--- config.mk ---
export PLATFORM = sky130hd
export DESIGN_NAME = dec_key_stream_flat
export DESIGN_NICKNAME = d
export VERILOG_FILES = /design/src/rtl/dec_key_stream_if.sv /design/src/rtl/dec_key_stream.sv /design/src/flat_wrapper.sv
export SDC_FILE = /design/constraint.sdc
export NUM_CORES = 1
export LEC_CHECK = 0
export CAP_MARGIN = 20
export CORE_MARGIN = 2
export CORE_UTILIZATION = 47
export CTS_BUF_LIST = sky130_fd_sc_hd__clkbuf_16
export DETAILED_ROUTE_END_ITERATION = 6
export MAX_ROUTING_LAYER = met4
export PLACE_DENSITY = 0.87
export SLEW_MARGIN = 20
export SYNTH_ARGS = -nofsm -noshare
export SYNTH_HDL_FRONTEND = slang
export SYNTH_SLANG_ARGS = --single-unit
export TNS_END_PERCENT = 20
--- constraint.sdc ---
create_clock -name clk -period 3.5 [get_ports clk]
set_clock_uncertainty 0.2 [all_clocks]
set_input_delay 0.7 -clock clk [delete_from_list [all_inputs] [get_ports clk]]
set_output_delay 0.7 -clock clk [all_outputs]
set_load 0.005 [all_outputs]
--- src/rtl/dec_key_stream_if.sv ---
// rtl/dec_key_stream_if.sv - round-key stream bundle between the key streamer and the decryption rounds
interface dec_key_stream_if;
    logic       rk_valid;
    logic       rk_ready;
    logic [8:0] rk_data;
    logic [6:0] rk_idx;
    logic       rk_last;

    modport master (
        output rk_valid,
        output rk_data,
        output rk_idx,
        output rk_last,
        input  rk_ready
    );

    modport slave (
        input  rk_valid,
        input  rk_data,
        input  rk_idx,
        input  rk_last,
        output rk_ready
    );
endinterface

--- src/rtl/dec_key_stream.sv ---
// rtl/dec_key_stream.sv - latches a key and round range, streams round keys in descending round order
module dec_key_stream (
    input  logic                   clk,
    input  logic                   rst,
    input  logic                   start,
    input  logic [143:0]           key_in,
    input  logic [6:0]             round_hi,
    input  logic [6:0]             round_lo,
    dec_key_stream_if.master       rk,
    output logic                   busy,
    output logic                   done,
    output logic                   err
);

    typedef enum logic [1:0] {
        S_IDLE = 2'd0,
        S_RUN  = 2'd1,
        S_DONE = 2'd2
    } state_t;

    state_t         state_q, state_d;
    logic [143:0]   key_q, key_d;
    logic [6:0]     lo_q, lo_d;
    logic [6:0]     idx_q, idx_d;
    logic [8:0]     data_q, data_d;
    logic           valid_q, valid_d;
    logic           last_q, last_d;
    logic           busy_q, busy_d;
    logic           done_q, done_d;
    logic           err_q, err_d;
    logic [6:0]     idx_dec;

    // Word select is the 4-bit negation of the low index bits, so i & 15 == 0 maps to word 0.
    function automatic logic [8:0] round_key(input logic [143:0] k, input logic [6:0] i);
        logic [3:0] j;
        j = 4'd0 - i[3:0];
        round_key = k[9*j +: 9] ^ {2'b00, i};
    endfunction

    assign idx_dec = idx_q - 7'd1;

    always_comb begin
        state_d = state_q;
        key_d   = key_q;
        lo_d    = lo_q;
        idx_d   = idx_q;
        data_d  = data_q;
        valid_d = valid_q;
        last_d  = last_q;
        busy_d  = busy_q;
        done_d  = 1'b0;
        err_d   = 1'b0;
        case (state_q)
            S_IDLE: begin
                if (start) begin
                    if (round_hi >= round_lo) begin
                        key_d   = key_in;
                        lo_d    = round_lo;
                        idx_d   = round_hi;
                        data_d  = round_key(key_in, round_hi);
                        last_d  = (round_hi == round_lo);
                        valid_d = 1'b1;
                        busy_d  = 1'b1;
                        state_d = S_RUN;
                    end else begin
                        err_d = 1'b1;
                    end
                end
            end
            S_RUN: begin
                // idx_q is the current round; it only moves on acceptance, so the beat holds under backpressure.
                if (valid_q && rk.rk_ready) begin
                    if (idx_q == lo_q) begin
                        valid_d = 1'b0;
                        last_d  = 1'b0;
                        busy_d  = 1'b0;
                        done_d  = 1'b1;
                        state_d = S_DONE;
                    end else begin
                        idx_d  = idx_dec;
                        data_d = round_key(key_q, idx_dec);
                        last_d = (idx_dec == lo_q);
                    end
                end
            end
            S_DONE: begin
                state_d = S_IDLE;
            end
            default: begin
                state_d = S_IDLE;
            end
        endcase
    end

    always_ff @(posedge clk) begin
        if (rst) begin
            state_q <= S_IDLE;
            key_q   <= '0;
            lo_q    <= '0;
            idx_q   <= '0;
            data_q  <= '0;
            valid_q <= 1'b0;
            last_q  <= 1'b0;
            busy_q  <= 1'b0;
            done_q  <= 1'b0;
            err_q   <= 1'b0;
        end else begin
            state_q <= state_d;
            key_q   <= key_d;
            lo_q    <= lo_d;
            idx_q   <= idx_d;
            data_q  <= data_d;
            valid_q <= valid_d;
            last_q  <= last_d;
            busy_q  <= busy_d;
            done_q  <= done_d;
            err_q   <= err_d;
        end
    end

    assign rk.rk_valid = valid_q;
    assign rk.rk_data  = data_q;
    assign rk.rk_idx   = idx_q;
    assign rk.rk_last  = last_q;
    assign busy        = busy_q;
    assign done        = done_q;
    assign err         = err_q;

endmodule
--- src/flat_wrapper.sv ---
// flat-port wrapper written by rule: the top's interface ports become plain ports
module dec_key_stream_flat 
  (clk, rst, start, key_in, round_hi, round_lo, busy, done, err, rk_rk_valid, rk_rk_data, rk_rk_idx, rk_rk_last, rk_rk_ready);
  dec_key_stream_if rk_i ();
  input  logic clk;
  input  logic rst;
  input  logic start;
  input  logic [143:0] key_in;
  input  logic [6:0] round_hi;
  input  logic [6:0] round_lo;
  output logic busy;
  output logic done;
  output logic err;
  output wire logic [$bits(rk_i.rk_valid)-1:0] rk_rk_valid;
  output wire logic [$bits(rk_i.rk_data)-1:0] rk_rk_data;
  output wire logic [$bits(rk_i.rk_idx)-1:0] rk_rk_idx;
  output wire logic [$bits(rk_i.rk_last)-1:0] rk_rk_last;
  input wire logic [$bits(rk_i.rk_ready)-1:0] rk_rk_ready;
  assign rk_rk_valid = rk_i.rk_valid;
  assign rk_rk_data = rk_i.rk_data;
  assign rk_rk_idx = rk_i.rk_idx;
  assign rk_rk_last = rk_i.rk_last;
  assign rk_i.rk_ready = rk_rk_ready;
  dec_key_stream u_core (.clk(clk), .rst(rst), .start(start), .key_in(key_in), .round_hi(round_hi), .round_lo(round_lo), .rk(rk_i), .busy(busy), .done(done), .err(err));
endmodule
==> flow_summary.toml <==
[run_status]
outcome = "completed"

[floorplan]
core_area_um2 = 19330
die_x_um = 143.7
dieArea_um2 = 20660
start_util_pct = 47.47
num_rows = 51
die_y_um = 143.7
pin_count = 183

[layout]
areaGrowthSynthToFinish_pct = 29.86
nets = 1352
antenna_cells = 0
stdcell_area_um2 = 11920
layout-drive-gt1-share_pct = 13.83

[routing]
firstDrtPassIters = 6
ant_nets = 0
viasPerCell = 5.927
finalWirelength_um = 28680
avgRoutedWirePerCell_um = 19.67
drc_errors = 0
drtIter0Drc = 986
num_vias = 8642

[synthesis]
ys_top_cells_by_count = "328 x nand2_1, 173 x dfxtp_1, 167 x a21oi_1"
synth_compound_area_share_pct = 13.47
ys_types = 58
ys_ff_latch = 173
yosys.area.top_type = "dfxtp_1"
syn-cell-area_um2 = 9178
avgSynthCellArea_um2 = 8.962
synth_fa_ha_area_share_pct = 1.363
synth_xor_xnor_area_share_pct = 3.626
yosysWarnings = 0
synth_area_leaders = "dfxtp_1 38%, mux4_2 18%, nand2_1 13%"
syn-num-nets = 1196
synthMuxAreaShare_pct = 22.11
synth_most_common_cell = "nand2_1"
synth_top_area_share_pct = 37.74
synth_cells = 1024
synth_top_family_by_area = "multiplexers"
async_flop_share_pct = 0
ys_seq_area_share_pct = 37.74
synth_simple_gate_area_share_pct = 16.84
synth_flop_cell = "dfxtp_1"
synth_edf_count = 0

[global_routing]
antenna_found_initial = 0
track_usage_pct = 28.78
grt_pass1_wl_um = 44090
grt_pass1_vias = 8543
overflow = 0
grt_start_max_net_pins = 71

[sta]
maxSlewViolCount = 0
hold_viol = 0
worst_slew_pin_slew_ps = 959.6
fin_crit_ps = 3318
finalCritPeriodShare_pct = 94.80
slew_headroom_pct = 36.03
fmax_mhz = 301.4
setup_viol = 0
rsz0062_at_grt = "false"
fin_tns_setup_ps = 0

[placement]
port_buffers = 182
globalplace.congestion = 0.8917
dp_hpwl_um = 20240
place_area_um2 = 11340

[flow_run]
cap_viol_max_count = 0

[setup_path]
cp.arrival_ps = 3470
crit_type = "in -> reg"
required_ps = 3650
cp-start-kind = "input port"
worstSetupEndpointType = "flop"
rr_worst_depth = 8
critPathMaxFanout = 19

[clocking]
htreeDepth = 4
ctsHoldBuffers = 0
tritoncts = "yes"
post_cts_buffers = 0
clockBufferDepth = 2
worstSkewPairLatency_ps = 440
clk_pin_slew_worst_paths_ps = 70
cts_resized = 0
cts_root_buf = "clkbuf_16"
clock-sinks = 173
cts_made_buffers = 17

[power]
p_per_area_nw_per_um2 = 461.2
p_clk_share_pct = 34.5
ir_drop_mv = 0.3363
seq_power_share_pct = 39.8
p_leak_uw = 0.004224
p_comb_share_pct = 25.8
p_total_uw = 5496
p_sw_share_pct = 31.00
p_sw_uw = 1704
internal_power_uw = 3792

[hold_path]
hp-class = "reg -> reg"
min_path_cells = 2
-- worst max-delay path, stage by stage --
cell and delay [ps]:
clkdlybuf4s50_1 430, inv_1 170, ha_2 260, xor2_2 270, buf_4 390, mux4_2 350, mux2i_1 350, xor2_1 120
a31o_2 260, a211oi_1 160
-- cells by family (layout without fill, tap and decap cells) --
logic type	Yosys count	in the layout
AOI/OAI and AO/OA	219	219
muxes	110	110
buffers and inverters	97	266
xor gates and xnor gates	32	32
DFF	173	173
and+or+nand+nor	383	383
adders and majority gates	10	10
-- routing by layer --
metal | track usage [%] | up-vias | share of wire [%]
met5 | - | - | 0
met3 | 5.365 | 123 | 8.1
met2 | 45.69 | 533 | 49
li1 | - | 3886 | -
met1 | 34.16 | 4100 | 37
met4 | 17.23 | 0 | 5.9
-- per-stage QoR --
step | std cells | setup slack, ps | hold WS, ps | util, %
CTS | 1458 | 244.2 | 252.6 | 61.64
global placement | 1426 | -116.7 | 238.7 | 58.64
floorplan | 1024 | 18.02 | 233.1 | -
detailed placement | 1426 | -182.7 | 243.6 | 58.64
finish | 1458 | 181.9 | 256.9 | 61.64
global route | 1458 | 74.02 | 269.3 | 61.64
-- power groups by stage --
| stage | Combinational [uW] | Clock, uW | Sequential (uW) |
|---|---|---|---|
| finish | 1420 | 1890 | 2190 |
| floorplan | 856 | 0 | 2190 |
| global route | 1510 | 1980 | 2200 |
| detailed placement | 1380 | 0 | 2220 |
| CTS | 1400 | 1890 | 2180 |
| global placement | 1350 | 0 | 2220 |
-- final cells by class --
cell class                      count  area, um2
Timing Repair Buffer              220       2200
Sequential cell                   173       3465
Multi-Input combinational cell    754       5289
Inverter                           14      52.55
Fill cell                        1500       7417
Tap cell                          265      331.6
Clock buffer                       17      425.4
Clock inverter                     15      155.1
-- final timing paths --
kind	from	end	slack (ps)
setup / recovery	round_hi[1]	u_core.rk.rk_data[5]	180
hold / removal	u_core.key_q[63]	u_core.key_q[63]	260
hold reg to reg	u_core.key_q[63]	u_core.key_q[63]	260
setup reg to reg	u_core.rk.rk_idx[1]	u_core.rk.rk_data[0]	280
-- placed cells by master, fill, tap and decap left out, drive strengths merged, types with 2 or more instances in the layout --
| cell | n |
|---|---|
| and3 | 4 |
| nor2 | 17 |
| o21bai | 2 |
| clkbuf | 17 |
| xnor2 | 21 |
| o211ai | 5 |
| a211oi | 6 |
| a31oi | 2 |
| nand3 | 2 |
| o21ai | 12 |
| o211a | 2 |
| a22o | 2 |
| nor3 | 9 |
| a31o | 3 |
| clkinvlp | 3 |
| nand2 | 328 |
| mux2i | 34 |
| nand3b | 2 |
| a21oi | 167 |
| mux4 | 74 |
| dfxtp | 173 |
| a2111oi | 3 |
| a311oi | 3 |
| clkinv | 3 |
| o22ai | 2 |
| ha | 10 |
| xor2 | 11 |
| nand2b | 7 |
| buf | 40 |
| o32ai | 3 |
| nor2b | 5 |
| mux2 | 2 |
| inv | 22 |
| clkdlybuf4s50 | 180 |
-- sequential cells by signal, summed over array words and instances (netlist names) --
register            count
u_core.rk.rk_last       1
u_core.key_q          144
u_core.rk.rk_idx        7
u_core.rk.rk_data       9
u_core.rk.rk_valid      1
u_core.err              1
u_core.done             1
u_core.state_q          2
u_core.lo_q             7
No activity file was read; power rests on OpenSTA's default activity.
==> RTL edit, RTL diff (same flow settings) <==
Reset style: asynchronous (`rst`), changed in one clocked block.
--- a/src/rtl/dec_key_stream.sv
+++ b/src/rtl/dec_key_stream.sv
@@ -93,5 +93,5 @@
     end
 
-    always_ff @(posedge clk) begin
+    always_ff @(posedge clk or posedge rst) begin
         if (rst) begin
             state_q <= S_IDLE;
Function: differs if rst is asserted again (counterexample within 4 cycles, from zero or initial values and one cycle with rst high); with rst held inactive, the same outputs for 4 cycles.
==> RTL edit against the original RTL <==
  * The run now ends with DRC left
  * Synthesized area grew 4.3%
  * Synthesized cell count decreased by 4.0%
  * Cell count is 2.3% lower
  * Final area increased by 3.7%
  * Fmax is 7.7% higher
  * Sequential cell count is the same
  * Wire length is 0.26% higher
  * Core utilization fell by 0.15 points
  * Non-clock buffer count fell by 14
  * Setup slack better by 0.24 ns
Power is not compared: it rests on default switching activity, and its combinational part moved more than twofold at a synthesized area within 25%.
==> RTL edit: results (changes against the original RTL) <==
Post-Synth Adder-Cell Area 0.0131 (-0.000568); post-synthesis mux area share 0.198 (-0.0236); hpwl dp 20.1 mm (-0.88%); Synth Warn # 0 (unchanged); Tightest Pin Transition 0.937 ns (-0.0224 ns); Seq/Total Area, Yosys 0.452 (+0.0747); All-Layer GR Usage 0.287 (-0.00101); placed cell areas 11700 um^2 (+3.5%); largest net degree at the start of global routing 110 (+55%); Synth top cells by count nand2_1, dfrtp_1, mux4_2, buf_2, mux2i_1; NumNets Final 1314 (-2.8%); drt first pass iters 7 (+1); DRC Markers 1 (+1); Compound-Gate Fraction of Synth Area 0.0506 (-0.0841); Syn Nets 1155 (-3.4%); failing checks DRC; CP Max Fanout 21 (+2); Placer Congestion 0.894 (+0.29%); Slowest Stage Delay on Critical Path 0.53 ns (+0.10 ns); Post CTS Setup Buffer Count 0 (unchanged); initial antenna violation count 1 (+1); vias in the first global route 8377 (-1.9%); Crit-path slowest cell ha_2; ys flop type dfrtp_1; iteration-0 DRC count of the detailed router 997 (+1.1%); xor/xnor share of the synthesized area 0.0372 (+0.000971); Max IR drop VDD 0.000579 V; top cells by area, synth dfrtp_1, nand2_1, mux4_2; maximum buffer depth of the clock tree 2 (unchanged); routed wire length 28.8 mm (+0.26%); share of cells above drive strength 1 0.122 (-0.0161); Yosys cell types 43 (-26%); max reg flops 144 (unchanged); DR vias 8183 (-5.3%); status finished, violations left; Filler cells 1549 (+3.3%); first-pass GRT wire length 45.7 mm (+3.6%); CP arrival 3.24 ns (-0.23 ns); FFs w/ async S/R, synth 1.00 (+1.00)
RTL edit: cell count changes after synthesis, sizes merged, moves of 5 or more:
cell,delta
nor2,-5
o21ai,+5
a211oi,+5
nor3,-6
dfrtp,+173
mux2i,-7
nor2b,+6
nand3,+6
nand2,+132
clkbuf,-16
o22ai,+8
dfxtp,-173
a21oi,-141
RTL edit: area by class of cell:
type / instances / area (um^2) / area share
multi-input cells: 730 / 4870 / 0.394
flip-flops and latches: 173 / 4330 / 0.350
repair buffers: 206 / 2130 / 0.173
clock buffers: 17 / 425 / 0.0344
well taps: 270 / 338 / 0.0273
clock inverters: 14 / 201 / 0.0163
inverters: 14 / 56.3 / 0.00455
diodes: 1 / 2.50 / 0.000202
RTL edit: per-layer routing:
| metal | wire length [um] | track usage |
|---|---|---|
| met1 | 10700 | 0.359 |
| met2 | 13800 | 0.450 |
| met3 | 2800 | 0.0599 |
| met4 | 1400 | 0.137 |
| met5 | 0 | - |
RTL edit: final timing paths:
| check | from | end | slack, ns | cells after the start |
|---|---|---|---|---|
| setup / recovery | u_core.rk.rk_idx[1] | u_core.rk.rk_data[6] | 0.42 | 9 |
| hold / removal | u_core.key_q[57] | u_core.key_q[57] | 0.27 | 2 |
| setup reg to reg | u_core.rk.rk_idx[1] | u_core.rk.rk_data[6] | 0.42 | 9 |
| hold reg to reg | u_core.key_q[57] | u_core.key_q[57] | 0.27 | 2 |
| max in group asynchronous | rst | u_core.key_q[130] | 1.88 | 3 |
| min in group asynchronous | rst | u_core.key_q[45] | 0.50 | 2 |
RTL edit: stage by stage:
step	std cells	setup WS, ns
finish	1425	0.419
global route	1425	0.263
CTS	1424	0.433
detailed placement	1393	0.143
global placement	1393	0.170
floorplan	983	0.253
RTL edit: logic make-up (layout without fill, tap and decap cells):
logic type               count (synthesis)  in the layout
AND/OR/NAND/NOR                        508            508
XOR/XNOR                                36             36
AO/OA/AOI/OAI                           76             76
buffers and inverters                   80            251
flip-flops                             173            173
multiplexers                           100            100
other                                    0              1
adder cells (fa/ha/maj)                 10             10
RTL edit: critical path, delay by kind of cell (launching register included):
kind | cells | cell delay [ns]
mux | 3 | 0.94
fa+ha+maj | 1 | 0.53
flops | 1 | 0.45
buf+inv | 2 | 0.38
compound gates | 2 | 0.25
xor+xnor | 1 | 0.24
RTL edit: power groups by stage:
| stage | clock [mW] | combinational (mW) | sequential (mW) |
|---|---|---|---|
| 2_1_floorplan | 0 | 3.96 | 3.34 |
| 5_1_grt | 2.15 | 5.94 | 3.64 |
| 3_3_place_gp | 0 | 5.25 | 3.48 |
| 4_1_cts | 2.06 | 5.47 | 3.53 |
| 3_5_place_dp | 0 | 5.39 | 3.54 |
| 6_report | 2.06 | 5.48 | 3.55 |
